File: src/rtl/ifetch_queue.sv
// Instruction fetch stage: owns the fetch PC, reads a variable-latency imem over req/ack,
// and buffers {word, pc} pairs in a small FIFO that feeds decode over valid/ready.
module ifetch_queue #(
  parameter int              DEPTH    = 4,
  parameter int              AW       = 10,
  parameter logic [15:0]     RESET_PC = 16'h0000
) (
  input  logic          clock,
  input  logic          reset_n,
  output logic          imem_req,
  output logic [AW-1:0] imem_addr,
  input  logic          imem_ack,
  input  logic [15:0]   imem_rdata,
  input  logic          redirect,
  input  logic [15:0]   redirect_pc,
  output logic          inst_valid,
  output logic [15:0]   inst,
  output logic [15:0]   inst_pc,
  input  logic          inst_ready
);

  localparam int            PW   = $clog2(DEPTH);
  localparam logic [PW:0]   FULL = (PW+1)'(DEPTH);

  localparam logic [1:0] S_IDLE  = 2'd0;
  localparam logic [1:0] S_FETCH = 2'd1;
  localparam logic [1:0] S_DROP  = 2'd2;

  logic [1:0]    state;
  logic [15:0]   fetch_pc;
  logic [AW-1:0] drop_addr;
  logic [PW:0]   count;
  logic [PW-1:0] rd_ptr;
  logic [PW-1:0] wr_ptr;
  logic [15:0]   inst_mem [DEPTH];
  logic [15:0]   pc_mem   [DEPTH];

  logic xfer;
  logic push;
  logic pop;
  logic unused_bits;

  // Request is a pure function of registers, so address and req stay stable until ack.
  assign imem_req  = ((state == S_FETCH) && (count < FULL)) || (state == S_DROP);
  assign imem_addr = (state == S_DROP) ? drop_addr : fetch_pc[AW+1:2];

  assign xfer = imem_req && imem_ack;
  assign push = (state == S_FETCH) && xfer && !redirect;
  assign pop  = inst_valid && inst_ready && !redirect;

  assign inst_valid  = (count != '0);
  assign inst        = inst_mem[rd_ptr];
  assign inst_pc     = pc_mem[rd_ptr];
  assign unused_bits = &{1'b0, redirect_pc[1:0]};

  always_ff @(posedge clock or negedge reset_n) begin
    if (!reset_n) begin
      state     <= S_IDLE;
      fetch_pc  <= RESET_PC;
      drop_addr <= '0;
      count     <= '0;
      rd_ptr    <= '0;
      wr_ptr    <= '0;
    end else if (redirect) begin
      count    <= '0;
      rd_ptr   <= '0;
      wr_ptr   <= '0;
      fetch_pc <= {redirect_pc[15:2], 2'b00};
      if (imem_req && !imem_ack) begin
        // An in-flight read must still complete; remember where it went so req stays put.
        state <= S_DROP;
        if (state == S_FETCH) drop_addr <= fetch_pc[AW+1:2];
      end else begin
        state <= S_FETCH;
      end
    end else begin
      case (state)
        S_IDLE:  state <= S_FETCH;
        S_FETCH: if (push) fetch_pc <= fetch_pc + 16'd4;
        S_DROP:  if (xfer) state <= S_FETCH;
        default: state <= S_IDLE;
      endcase
      if (push) wr_ptr <= wr_ptr + PW'(1);
      if (pop)  rd_ptr <= rd_ptr + PW'(1);
      case ({push, pop})
        2'b10:   count <= count + (PW+1)'(1);
        2'b01:   count <= count - (PW+1)'(1);
        default: count <= count;
      endcase
    end
  end

  // NOTE: storage is reset (not just the pointers) because inst/inst_pc must read 0 after reset.
  always_ff @(posedge clock or negedge reset_n) begin
    if (!reset_n) begin
      for (int i = 0; i < DEPTH; i++) begin
        inst_mem[i] <= '0;
        pc_mem[i]   <= '0;
      end
    end else if (push) begin
      inst_mem[wr_ptr] <= imem_rdata;
      pc_mem[wr_ptr]   <= fetch_pc;
    end
  end

endmodule
File: config.mk
export PLATFORM = sky130hd
export DESIGN_NAME = ifetch_queue
export DESIGN_NICKNAME = d
export VERILOG_FILES = /design/src/rtl/ifetch_queue.sv
export SDC_FILE = /design/constraint.sdc
export NUM_CORES = 1
export LEC_CHECK = 0
export ABC_CLOCK_PERIOD_IN_PS = 2900
export CAP_MARGIN = 20
export CORE_MARGIN = 1
export CORE_UTILIZATION = 55
export CTS_CLUSTER_DIAMETER = 120
export CTS_CLUSTER_SIZE = 24
export DETAILED_ROUTE_END_ITERATION = 8
export GPL_ROUTABILITY_DRIVEN = 0
export PLACE_DENSITY_LB_ADDON = 0.2
export SLEW_MARGIN = 20
export SYNTH_ARGS = -nofsm -noshare
export SYNTH_HDL_FRONTEND = slang
export SYNTH_SLANG_ARGS = --single-unit
File: constraint.sdc
create_clock -name clock -period 2.9 [get_ports clock]
set_input_delay 0.435 -clock clock [delete_from_list [all_inputs] [get_ports clock]]
set_output_delay 0.435 -clock clock [all_outputs]
set_load 0.02 [all_outputs]
==> impl_metrics.tcl, run 1 <==
set metrics [dict create \
    synthCells 501 \
    required_ps 2470 \
    worstSetupPathType "reg -> out" \
    fmax_ghz 0.363 \
    die_h_um 115 \
    fin_skew_ps 6.79 \
    final_area_mm2 0.00857 \
    path_max_fanout 28 \
    internal_power_mw 6.39 \
    wire_per_inst_um 18.4 \
    syn_to_final_growth_pct 21.1 \
    crit_chain "buf_12 > mux4_2 > clkdlybuf4s50_1" \
    critPathLaunchType "register" \
    r2r_cells 6 \
    final_max_slew_viol_count 0 \
    clock_path_buffers 2 \
    setup_viol 0 \
    ys_warn_count 0 \
    first_iter_violations 188 \
    cp_num_cells 3 \
    ys_seq_elements 153 \
    placed_area_mm2 0.00793 \
    overflow 0 \
    yosysSeqAreaShare_pct 54.1 \
    cts.sinks 153 \
    diodes 0 \
    critPathArrivalTime_ps 2320 \
    p_comb_share_pct 36.7 \
    dieArea_mm2 0.0133 \
    drc 0 \
    cts-root-buf "clkbuf_16" \
    hold_viol_final 5 \
    slowest_delay_ps 590 \
    clk_pin_slew_ps 60 \
    synth_area_per_cell_um2 14.1 \
    p_total_mw 9.11 \
    final_common_cell "dfrtp_1" \
    synth_top_area_share_pct 54.1 \
    grt_pass1_vias 4479 \
    end_kind "primary output" \
    fin_cells 754 \
    worst_pin_slew_ps 738 \
    p_per_area_mw_per_mm2 1060 \
    portBuffers 76 \
    cpMaxStageDelayCell "mux4_2" \
    clkPwrFrac_pct 26.1 \
    crit_buf_inv 2 \
    reg2reg_slack_ps 690 \
    hold_buffers 0 \
    hp-class "in -> async" \
    fin_crit_ps 2750 \
    yosysTopAreaCell "dfrtp_1" \
    synth_flop_cell "dfrtp_1" \
    drt_wl_total_um 13900 \
    grt_usage_pct 22.6 \
    rsz0062_at_grt "false" \
    crit_path_start "rd_ptr[0]" \
    syn_area_mm2 0.00708 \
    post_cts_resized 0 \
    synth_area_leaders "dfrtp_1, mux2_2, mux4_2" \
    htreeDepth 4 \
    holdWs_ps -13.1 \
    cts_setup_buffers 0 \
    status "complete, but fails checks" \
    rr_startpoint "count[2]" \
    drtAntennaViolNets 0 \
    cts_tree "done" \
    nets 612 \
    via_per_inst 5.66 \
    antenna_found_initial 0 \
    p_leak_nw 3.83 \
    clk_latency_ps 420 \
    final_layout_size_suffix_gt1_share_pct 35.9 \
    synth.distinct_cells 41 \
    synthArstFlopShare_pct 100 \
    vias 4270 \
    place_inst 722 \
    switchingPower_mw 2.71 \
    violations "hold timing" \
    grt_max_degree 68 \
    critical_path.top_delay_family "buffers and inverters" \
    placementRows 41 \
    hpwlAfterDp_um 8900 \
    synth-edff-count 0 \
    io_pins 81 \
    endpoint "inst_pc[11]" \
    period_share_pct 95.0 \
    initial_core_util_pct 56.3 \
    grt_pass1_wl_um 22500 \
    layout_common_cells "dfrtp_1, mux2_2, clkdlybuf4s50_1, nand2_1, mux4_2" \
    drv_cap 0 \
    die_w_um 115 \
    relSlewSlack_pct 50.4 \
    vdd_drop_max_v 0.000495 \
    r2r_end "count[2]" \
    p_seq_share_pct 37.3 \
    core_area_mm2 0.0126 \
    cts_buffers 17 \
    firstDrtPassIters 4 \
    sw_frac_of_total_pct 29.8 \
    setup_tns_ps 0 \
]
cell usage after synthesis (2+ instances only):
cell	count
dfrtp_1	153
mux2_2	130
nand2_1	55
mux4_2	30
clkbuf_1	21
o21ai_0	14
buf_6	12
xnor2_1	8
xor2_1	7
nand4_1	6
nor3_1	6
ha_1	5
inv_1	5
nand3_1	5
nor4_1	5
nor2_1	4
a21oi_1	3
buf_1	3
and2_1	2
and3_1	2
buf_2	2
buf_4	2
mux2i_1	2
or4_1	2
how the worst min path moves through the flow:
| stage | start | endpoint | slack [ps] | cells past startpoint |
|---|---|---|---|---|
| floorplan | reset_n | count[0] | 140 | 0 |
| global placement | reset_n | inst_mem[58] | 440 | 1 |
| detailed placement | reset_n | inst_mem[42] | 450 | 1 |
| CTS | reset_n | inst_mem[42] | 7 | 1 |
| global route | reset_n | inst_mem[42] | 30 | 1 |
| finish | reset_n | inst_mem[58] | -10 | 1 |
cell families (layout without fill, tap and decap cells):
| logic type | Yosys count | count (layout) | synth area share (%) |
|---|---|---|---|
| and+or+nand+nor | 98 | 98 | 6.89 |
| muxes | 162 | 162 | 30.5 |
| other | 1 | 2 | 0.0530 |
| buffers and inverters | 45 | 125 | 3.80 |
| DFF | 153 | 153 | 54.1 |
| adders and majority gates | 6 | 6 | 1.17 |
| xor gates and xnor gates | 15 | 15 | 1.86 |
| AOI/OAI and AO/OA | 21 | 21 | 1.63 |
metal layers:
layer	GRT usage [%]	up-vias	routed length (um)
met5	0	-	0
met4	9.44	0	129
met3	4.24	13	497
met2	37.3	92	7010
met1	29.6	2238	6240
li1	-	1927	-
stage by stage:
step / hold WS, ps / setup WS (ps) / utilization, %
finish: -13.1 / 146 / 68.2
detailed placement: 452 / 443 / 63.1
CTS: 6.98 / 111 / 68.2
global route: 34.5 / 54.7 / 68.2
floorplan: 139 / 746 / -
global placement: 443 / 477 / 63.1
area by class of cell:
cell class | count | area [um^2]
clock buffers | 19 | 443
multi-input cells | 304 | 2980
repair buffers | 88 | 877
fillers | 899 | 4000
well taps | 172 | 215
inverters | 5 | 18.8
clock inverters | 13 | 200
flip-flops and latches | 153 | 3830
state kept, by name (all words and copies together) (netlist names):
name / cells
wr_ptr: 2
inst_mem: 64
drop_addr: 10
rd_ptr: 2
fetch_pc: 14
count: 3
pc_mem: 56
state: 2
power by group through the flow:
stage	logic, mW	registers [mW]	clock network (mW)
after CTS	3.39	3.39	2.42
after global placement	3.28	3.35	0
after floorplan	2.32	3.21	0
after detailed placement	3.36	3.42	0
after global routing	3.57	3.49	2.51
final	3.34	3.39	2.37
No activity file was read; power rests on OpenSTA's default activity.
==> run 2: changes to the inputs <==
CORE_MARGIN = 4   (was 1)
SKIP_LAST_GASP = 1   (was unset)
==> impl_metrics.tcl, run 2 (synthesis results as in run 1) <==
set metrics [dict create \
    slowest_delay_ps 550 \
    hpwlAfterDp_um 9130 \
    cts.sinks 153 \
    initial_core_util_pct 56.1 \
    clk_pin_slew_ps 60 \
    wire_per_inst_um 18.9 \
    post_cts_resized 0 \
    grt_max_degree 87 \
    registers.top_by_ff_count "inst_mem" \
    dieArea_mm2 0.0147 \
    drtAntennaViolNets 0 \
    placementRows 41 \
    p_per_area_mw_per_mm2 1050 \
    drv_cap 0 \
    portBuffers 76 \
    crit_buf_inv 2 \
    final_max_slew_viol_count 0 \
    required_ps 2470 \
    syn_to_final_growth_pct 21.1 \
    drt_wl_total_um 14300 \
    worstSetupPathType "reg -> out" \
    largest_reg_flops 64 \
    hold_viol_final 0 \
    status "finished clean" \
    end_kind "primary output" \
    rsz0062_at_grt "false" \
    clk_latency_ps 420 \
    overflow 0 \
    antenna_found_initial 0 \
    diodes 0 \
    cts-root-buf "clkbuf_16" \
    hold_buffers 0 \
    grt_pass1_wl_um 24200 \
    final_layout_size_suffix_gt1_share_pct 36.5 \
    final_area_mm2 0.00857 \
    die_h_um 121 \
    htreeDepth 4 \
    setup_viol 0 \
    io_pins 81 \
    firstDrtPassIters 4 \
    relSlewSlack_pct 41.1 \
    p_leak_nw 3.82 \
    die_w_um 121 \
    drc 0 \
    path_max_fanout 10 \
    via_per_inst 5.65 \
    setup_tns_ps 0 \
    fin_skew_ps 8.62 \
    crit_chain "buf_4 > mux4_2 > clkdlybuf4s50_1" \
    vias 4282 \
    cts_setup_buffers 0 \
    cts_tree "done" \
    layout_common_cells "dfrtp_1, mux2_2, clkdlybuf4s50_1, nand2_1, mux4_2" \
    hp-class "in -> async" \
    largestRegisters "inst_mem (64), pc_mem (56), fetch_pc (14)" \
    period_share_pct 91.9 \
    nets 616 \
    cts_buffers 17 \
    vdd_drop_max_v 0.000418 \
    first_iter_violations 238 \
    fmax_ghz 0.375 \
    grt_usage_pct 21.5 \
    reg2reg_slack_ps 530 \
    clock_path_buffers 2 \
    grt_pass1_vias 4677 \
    core_area_mm2 0.0126 \
    worst_pin_slew_ps 876 \
    critical_path.top_delay_family "buffers and inverters" \
    fin_crit_ps 2670 \
    critPathArrivalTime_ps 2230 \
    placed_area_mm2 0.00797 \
    critPathLaunchType "register" \
    final_common_cell "dfrtp_1" \
    cpMaxStageDelayCell "clkdlybuf4s50_1" \
]
run 2: cell count changes in the layout (fill, tap and decap cells not counted), sizes merged:
cell      previous run  this run
buf                 13        17
bufinv               5         2
clkbuf              19        20
clkinv               7         5
clkinvlp             1         3
inv                  5         7
run 2: layout make-up:
class	instances	area [um^2]
fillers	934	4050
flip-flops and latches	153	3830
multi-input cells	304	2980
repair buffers	92	920
clock buffers	20	467
well taps	172	215
clock inverters	12	140
inverters	5	18.8
run 2: power breakdown:
| group | internal (mW) | switching, mW | total (mW) |
|---|---|---|---|
| Clock | 1.34 | 0.882 | 2.22 |
| Sequential | 2.92 | 0.473 | 3.39 |
| Combinational | 1.96 | 1.41 | 3.37 |
| Total | 6.23 | 2.77 | 8.99 |
run 2: final timing paths:
path | from | end | cells after the start
hold reg to reg | inst_mem[13] | inst_mem[13] | 1
setup / recovery | rd_ptr[0] | inst[2] | 3
min in group clock | inst_mem[13] | inst_mem[13] | 1
hold / removal | reset_n | inst_mem[58] | 1
max in group asynchronous | reset_n | pc_mem[5] | 2
setup reg to reg | count[2] | count[2] | 6
run 2: metrics by stage:
step	hold slack, ps	setup WS, ps	utilization [%]	total power [mW]	cells
2_1_floorplan	139	746	-	5.53	502
3_3_place_gp	481	479	63.1	6.70	726
3_5_place_dp	487	446	63.1	6.84	726
4_1_cts	100	180	67.9	9.09	758
5_1_grt	118	124	67.9	9.47	758
6_report	70.8	234	67.9	8.99	758
run 2: layer usage:
| layer | part of all wire, % | track usage, % | wire length (um) | vias to the layer above |
|---|---|---|---|---|
| met5 | 0 | 0 | 0 | - |
| met4 | 1.1 | 7.28 | 158 | 0 |
| met3 | 5.1 | 5.83 | 726 | 15 |
| met2 | 50 | 33.3 | 7090 | 128 |
| met1 | 44 | 29.5 | 6320 | 2201 |
| li1 | - | - | - | 1938 |
==> run 3: changes to the inputs <==
CORE_MARGIN = 2   (was 4)
==> impl_metrics.tcl, run 3 (synthesis results as in run 1) <==
set metrics [dict create \
    status "finished clean" \
    layout_common_cells "dfrtp_1, mux2_2, clkdlybuf4s50_1, nand2_1, mux4_2" \
    fin_crit_ps 2720 \
    end_kind "primary output" \
    cts_tree "done" \
    setup_viol 0 \
    cts-root-buf "clkbuf_16" \
    largestRegisters "inst_mem (64), pc_mem (56), fetch_pc (14)" \
    syn_to_final_growth_pct 21.8 \
    fillers 891 \
    multi_input_comb_area_mm2 0.00298 \
    cts_buffers 17 \
    wire_per_inst_um 19.1 \
    final_common_cell "dfrtp_1" \
    placementRows 41 \
    fin_cells 762 \
    die_h_um 117 \
    initial_core_util_pct 56.3 \
    via_per_inst 5.65 \
    nets 620 \
    rsz0062_at_grt "false" \
    overflow 0 \
    hp-class "reg -> reg" \
    final_max_slew_viol_count 0 \
    grt_max_degree 61 \
    cpMaxStageDelayCell "clkdlybuf4s50_1" \
    critPathArrivalTime_ps 2290 \
    drtAntennaViolNets 0 \
    relSlewSlack_pct 49.2 \
    worst_pin_slew_ps 756 \
    fin_skew_ps 6.02 \
    sw_frac_of_total_pct 30.4 \
    portBuffers 76 \
    worstSetupPathType "reg -> out" \
    antenna_found_initial 0 \
    hpwlAfterDp_um 9400 \
    hold_start "inst_mem[29]" \
    clock_path_buffers 2 \
    grt_usage_pct 22.5 \
    dieArea_mm2 0.0138 \
    setup_ws_ps 177 \
    crit_chain "buf_12 > mux4_2 > clkdlybuf4s50_1" \
    drt_wl_total_um 14500 \
    io_pins 81 \
    fmax_ghz 0.367 \
    place_inst 729 \
    setup_tns_ps 0 \
    hold_viol_final 0 \
    clkPwrFrac_pct 25.7 \
    slowest_delay_ps 550 \
    cts.sinks 153 \
    seq_area_mm2 0.00383 \
    crit_path_start "rd_ptr[0]" \
    pre_cts_ws_ps 437 \
    grt_pass1_wl_um 24100 \
    internal_power_mw 6.35 \
    first_iter_violations 214 \
    registers.top_by_ff_count "inst_mem" \
    die_w_um 117 \
    firstDrtPassIters 5 \
    largest_reg_flops 64 \
    vdd_drop_max_v 0.000633 \
    p_comb_share_pct 36.8 \
    core_area_mm2 0.0126 \
    grt_pass1_vias 4685 \
    holdWs_ps 498 \
    p_per_area_mw_per_mm2 1060 \
    rr_startpoint "count[2]" \
    p_seq_share_pct 37.4 \
    required_ps 2470 \
    p_total_mw 9.13 \
    diodes 0 \
    period_share_pct 93.9 \
    vias 4305 \
    clk_pin_slew_ps 60 \
    clk_latency_ps 420 \
    final_layout_size_suffix_gt1_share_pct 36.6 \
    htreeDepth 4 \
    critPathLaunchType "register" \
    hold_buffers 1 \
    post_cts_resized 0 \
    cts_setup_buffers 0 \
    path_max_fanout 15 \
    p_leak_nw 3.85 \
    switchingPower_mw 2.78 \
    drc 0 \
    drv_cap 0 \
]
run 3: changes by cell type in the layout (fill, tap and decap cells not counted):
cell and delta:
buf_4 +4, bufinv_16 +2, clkbuf_1 +1, dlygate4sd3_1 +1, clkbuf_8 -2, buf_12 -1
clkinvlp_4 -1
run 3: through the flow:
step | area [um^2] | util, %
detailed placement | 7980 | 63.5
global placement | 7980 | 63.5
CTS | 8620 | 68.6
finish | 8620 | 68.6
floorplan | 7080 | -
global route | 8620 | 68.6
run 3: layout make-up:
class                           count  share of cell area, %
Multi-Input combinational cell    304                   34.6
Clock buffer                       19                   5.14
Clock inverter                     13                   2.23
Inverter                            5                  0.218
Timing Repair Buffer               96                   10.9
Sequential cell                   153                   44.4
Tap cell                          172                   2.50
run 3: power groups by stage:
stage / combinational, mW / sequential, mW / clock [mW]
2_1_floorplan: 2.32 / 3.21 / 0
3_3_place_gp: 3.30 / 3.37 / 0
3_5_place_dp: 3.39 / 3.44 / 0
4_1_cts: 3.41 / 3.42 / 2.39
5_1_grt: 3.58 / 3.52 / 2.49
6_report: 3.36 / 3.42 / 2.35
run 3: critical path, delay by kind of cell, from the launching register on:
kind / cells / cell delay (ps)
multiplexers: 1 / 540
flip-flops: 1 / 540
buffers and inverters: 2 / 780
run 3: path summary, 6_finish.rpt:
check,end,slack (ps),cells after the start
worst max-delay path,inst_pc[15],180,3
worst min-delay path,inst_mem[29],500,1
worst max register to register,count[2],630,6
worst min register to register,inst_mem[29],500,1
max in group asynchronous,wr_ptr[1],1530,3
min in group asynchronous,inst_mem[60],560,2
run 3: layer usage:
metal	vias up	share of wire, %	track usage (%)
met4	0	1.3	8.58
met2	116	51	37.5
met1	2211	43	28.9
li1	1965	-	-
met3	13	4.4	5.16
met5	-	0	0
